--- src/rtl/stage_sequencer.sv ---
// Multi-cycle stage sequencer: steps one instruction at a time through the
// core's stages. Optional perf counters are enabled with STAGE_SEQ_PERF_EN.
module stage_sequencer #(
    parameter int IF_WAIT_CYCLES  = 1,
    parameter int MEM_WAIT_CYCLES = 1,
    parameter int CNT_W           = 4
) (
    input  logic        clk,
    input  logic        reset_n,
    input  logic        skip_mem,
    input  logic        halt,
    output logic        pc_wren,
    output logic        if_id_wren,
    output logic        id_ex_wren,
    output logic        ex_mem_wren,
    output logic        mem_wb_wren,
    output logic        ram_wren,
    output logic        reg_wren,
    output logic        stage_reset_n,
    output logic [3:0]  stage,
    output logic        halted
`ifdef STAGE_SEQ_PERF_EN
    ,
    output logic [31:0] retired,
    output logic [31:0] cycles
`endif
);

    generate
        if (IF_WAIT_CYCLES < 1 || IF_WAIT_CYCLES > (1 << CNT_W)) begin : g_bad_if_wait
            $error("IF_WAIT_CYCLES out of range 1..2**CNT_W");
        end
        if (MEM_WAIT_CYCLES < 1 || MEM_WAIT_CYCLES > (1 << CNT_W)) begin : g_bad_mem_wait
            $error("MEM_WAIT_CYCLES out of range 1..2**CNT_W");
        end
    endgenerate

    // The counter holds "remaining cycles minus one", so a full 2**CNT_W wait still fits.
    localparam logic [CNT_W-1:0] IF_LOAD  = CNT_W'(IF_WAIT_CYCLES - 1);
    localparam logic [CNT_W-1:0] MEM_LOAD = CNT_W'(MEM_WAIT_CYCLES - 1);

    typedef enum logic [3:0] {
        S_INIT     = 4'd0,
        S_IF       = 4'd1,
        S_IF_WAIT  = 4'd2,
        S_ID       = 4'd3,
        S_EX       = 4'd4,
        S_MEM      = 4'd5,
        S_MEM_WAIT = 4'd6,
        S_WB       = 4'd7,
        S_HALT     = 4'd8
    } state_t;

    state_t           state;
    state_t           state_next;
    logic [CNT_W-1:0] wait_cnt;
    logic [CNT_W-1:0] cnt_next;
    logic             skip_q;
    logic             skip_next;

    always_ff @(posedge clk or negedge reset_n) begin
        if (!reset_n) begin
            state    <= S_INIT;
            wait_cnt <= '0;
            skip_q   <= 1'b0;
        end else begin
            state    <= state_next;
            wait_cnt <= cnt_next;
            skip_q   <= skip_next;
        end
    end

    always_comb begin
        state_next    = S_INIT;
        cnt_next      = wait_cnt;
        skip_next     = skip_q;
        pc_wren       = 1'b0;
        if_id_wren    = 1'b0;
        id_ex_wren    = 1'b0;
        ex_mem_wren   = 1'b0;
        mem_wb_wren   = 1'b0;
        ram_wren      = 1'b0;
        reg_wren      = 1'b0;
        stage_reset_n = 1'b1;
        halted        = 1'b0;
        case (state)
            S_INIT: begin
                stage_reset_n = 1'b0;
                state_next    = S_IF;
            end
            S_IF: begin
                state_next = S_IF_WAIT;
                cnt_next   = IF_LOAD;
            end
            S_IF_WAIT: begin
                if (wait_cnt == '0) begin
                    if_id_wren = 1'b1;
                    state_next = S_ID;
                end else begin
                    state_next = S_IF_WAIT;
                    cnt_next   = wait_cnt - CNT_W'(1);
                end
            end
            S_ID: begin
                id_ex_wren = 1'b1;
                state_next = S_EX;
            end
            S_EX: begin
                ex_mem_wren = 1'b1;
                state_next  = S_MEM;
                skip_next   = skip_mem;
                // Bypassed instructions spend a single cycle in MEM_WAIT.
                cnt_next    = skip_mem ? '0 : MEM_LOAD;
            end
            S_MEM: begin
                pc_wren    = 1'b1;
                ram_wren   = ~skip_q;
                state_next = S_MEM_WAIT;
            end
            S_MEM_WAIT: begin
                if (wait_cnt == '0) begin
                    mem_wb_wren = 1'b1;
                    state_next  = S_WB;
                end else begin
                    state_next = S_MEM_WAIT;
                    cnt_next   = wait_cnt - CNT_W'(1);
                end
            end
            S_WB: begin
                reg_wren      = 1'b1;
                stage_reset_n = 1'b0;
                state_next    = halt ? S_HALT : S_IF;
            end
            S_HALT: begin
                halted     = 1'b1;
                state_next = halt ? S_HALT : S_IF;
            end
            default: begin
                stage_reset_n = 1'b0;
                state_next    = S_INIT;
            end
        endcase
    end

    assign stage = state;

`ifdef STAGE_SEQ_PERF_EN
    always_ff @(posedge clk or negedge reset_n) begin
        if (!reset_n) begin
            retired <= '0;
            cycles  <= '0;
        end else begin
            // WB always leaves to IF or HALT, so every WB edge retires one instruction.
            if (state == S_WB) begin
                retired <= retired + 32'd1;
            end
            if (state != S_INIT && state != S_HALT) begin
                cycles <= cycles + 32'd1;
            end
        end
    end
`endif

endmodule

--- config.mk ---
export PLATFORM = sky130hd
export DESIGN_NAME = stage_sequencer
export DESIGN_NICKNAME = d
export VERILOG_FILES = /design/src/rtl/stage_sequencer.sv
export SDC_FILE = /design/constraint.sdc
export NUM_CORES = 1
export LEC_CHECK = 0
export CORE_AREA = 4 4 41 43
export CTS_BUF_LIST = sky130_fd_sc_hd__clkbuf_8
export DETAILED_ROUTE_END_ITERATION = 8
export DIE_AREA = 0 0 45 47
export DONT_BUFFER_PORTS = 1
export PLACE_DENSITY_LB_ADDON = 0.2
export REMOVE_ABC_BUFFERS = 1
export SLEW_MARGIN = 20
export SYNTH_ARGS = -nofsm -noshare
export SYNTH_HDL_FRONTEND = slang
export SYNTH_SLANG_ARGS = --single-unit
--- constraint.sdc ---
create_clock -name clk -period 1.95 [get_ports clk]
set_clock_uncertainty 0.1 [all_clocks]
set_input_delay 0.39 -clock clk [delete_from_list [all_inputs] [get_ports clk]]
set_output_delay 0.39 -clock clk [all_outputs]
set_load 0.02 [all_outputs]
==> results.md <==
- Status: complete, but fails checks
- Failing checks: setup timing
- Total area of multi-input combinational cells: 334.1 sq um
- Post-Synth Adder-Cell Area: 2.208%
- Synth area leader: dfrtp_1
- Worst skew pair latency: 230 ps
- Number of H-tree levels: 1
- Total grt overflow: 0
- Final std cells w/o fill: 93
- Post-Place Worst Slack: 33.98 ps
- Antenna cells: 0
- Max cap viols: 0
- Main combinational cell family by area after synthesis: simple AND/OR/NAND/NOR gates
- Ys async rst share: 100.0%
- Worst EP required: 1460 ps
- Placed Area: 648.1 sq um
- Via count of the first global-routing pass: 490
- Layout area overhead: 35.54%
- Cell count after synthesis: 63
- Synth top area cells: dfrtp_1 (40%), nand2b_1 (5.5%), o21ai_0 (3.5%)
- Slew Limit Fails: 0
- Critical Path Sink Type: output pin
- Initial antenna violation count: 0
- Detailed Place HPWL: 910.6 um
- Dpl cells: 85
- Port Buffer Count: 0
- #FFs+latches synth: 9
- RSZ-0062 raised after global routing: true
- Clk sink count: 9
- # IOs: 17
- Mux cell area share after synthesis: under 10%
- Most numerous cell in the Yosys netlist: dfrtp_1
- CTS buffer count: 3
- First-pass GRT wire length: between 2 and 2.5 mm
- CTS clock-pin slew for the worst setup and hold paths: 40 ps
- TritonCTS clock tree: done
- Worst-path maximum fanout: 2
- Worst hold margin: roughly 180 ps
- Element type at the critical path start: flip-flop
- Post-Synth XOR/XNOR Area: 3.091%
- Residual DRC count: 0
- Fin Setup TNS: -181.9 ps
- Pin count of the biggest net entering global routing: 16
- Yosys warnings: 0
- Post-Syn Area per Cell: 8.997 sq um
- Power Dens Cells: around 1500 nW/um^2
- Post-synth top cells: dfrtp_1 (9), nand2_1 (5), nand2b_1 (5), nor2_1 (4), o21ai_0 (4)
- Leakage power: 0.3355 nW
- Worst slew pin tran: approximately 450 ps
- GRT Total Usage: around 16%
- Antenna Nets Post-Route: 0
- Simple-Gate Fraction of Synth Area: 28.70%
- Share of layout cells above drive strength 1: approximately 42%
- Iter 0 DRT Violations: 6
- Rel. slew slack: 69.93%
- Fillcell total: 122
- EDFF count, synth: 0
- Synth Flop Type: dfrtp_1
- GPL Wtd Cong: 0.6913
- Peak Freq: 489.2 MHz
- Worst Hold Class: input port to flip-flop
- Pwr Total: between 1 and 1.5 mW
- Non-Filler Cell Area, Final: slightly below 800 sq um
- VDD IR max: 986.5 uV
- Yosys cell types: 33
- Starting density of the core: 43.56%
- Die width: 45 um
- Via/cell ratio: 5.559
- Final setup margin: -94.26 ps
- Clk buf depth: 2
- Mapped Area: 566.8 sq um
- First-pass detailed-route iteration total: 3
- Die Area: approximately 2100 sq um
- WP data arrival: 1550 ps
- # rows: 13
- Synth Area in Compound Gates: 15.67%
- Final setup viols: 2
- Die H: between 40 and 50 um
- WL/cell: 14.84 um
- Final critical-path share of the clock period: 104.8%
- Share of the synthesized area in the top cell type: 39.74%
- Register area: 229.0 sq um
- Fin crit period: 2044 ps
- Layout Utilization: 59.04%
- Clock Root Buffer: clkbuf_8
- Final nets: 84
- Post-Route WL: around 1.4 mm
- Core ar.: 1301 sq um
- Sequential area share after synthesis: 39.74%
- Vias: 517
- WS Path Type: flip-flop to output pin
- Final Hold Viols: 0
-- sequential cells by signal, indices dropped and copies added, names as in the netlist --
register and cells:
stage 4, wait_cnt 4, skip_q 1
-- power breakdown --
group | switching (mW) | internal, mW | total [mW]
logic | 0.328 | 0.257 | 0.585
registers | 0.130 | 0.240 | 0.370
clock network | 0.0752 | 0.137 | 0.212
-- layout make-up --
type / count / share of cell area (%)
inverter: 3 / 1.466
clock buffer: 3 / 5.375
multi-input combinational: 46 / 43.49
timing repair buffer: 16 / 16.94
clock inverter: 1 / 0.4886
tap: 15 / 2.443
sequential: 9 / 29.80
-- cell families (layout without fill, tap and decap cells) --
logic type / Yosys count / in the layout
and+or+nand+nor: 28 / 28
AOI/OAI and AO/OA: 13 / 13
DFF: 9 / 9
buffers and inverters: 8 / 23
xor gates and xnor gates: 2 / 2
muxes: 2 / 2
adders and majority gates: 1 / 1
-- layer usage --
metal | up-vias | GRT usage [%] | part of all wire (%)
met5 | - | 0 | 0
li1 | 250 | - | -
met2 | 17 | 25.99 | 50
met4 | 0 | 7.018 | 1.7
met3 | 4 | 7.280 | 6.4
met1 | 246 | 17.02 | 42
-- what timing repair did --
item | in CTS | in global routing
resized for setup | 9 | 5
setup buffers | 3 | 0
hold buffers | 1 | 0
cloned | 0 | 0
hold endpoints to repair | 9 | 0
pin swaps | 3 | 0
setup endpoints to repair | 3 | 6
-- cells in the final DEF (no fill, tap or decap), types with 2 or more instances in the layout --
| cell | synthesis | layout |
|---|---|---|
| dfrtp_1 | 9 | 6 |
| dfrtp_2 | 0 | 3 |
| clkbuf_8 | 0 | 3 |
| o21ai_0 | 4 | 4 |
| inv_1 | 3 | 2 |
| inv_2 | 0 | 2 |
| a21oi_1 | 2 | 2 |
| nand2_1 | 5 | 5 |
| buf_6 | 1 | 2 |
| buf_4 | 0 | 13 |
| nor2_1 | 4 | 2 |
| nor3_1 | 3 | 3 |
| nand2b_1 | 5 | 5 |
-- worst max-delay path, cell delays in order, from the launching register on --
cell and delay [ps]:
dfrtp_1 390, inv_2 90, ha_4 130, or3b_4 390, buf_6 130, nor2_4 80
buf_6 120
-- path summary, 6_finish.rpt --
check                               to  cells past startpoint  slack (ps)   startpoint
hold reg to reg                 skip_q                      1         420       skip_q
max in group asynchronous     stage[3]                      1         990      reset_n
setup reg to reg              stage[0]                      7          90  wait_cnt[1]
hold / removal                stage[3]                      1         180         halt
min in group asynchronous  wait_cnt[3]                      1         430      reset_n
setup / recovery           mem_wb_wren                      6         -90  wait_cnt[1]
No activity file was read; power rests on OpenSTA's default activity.
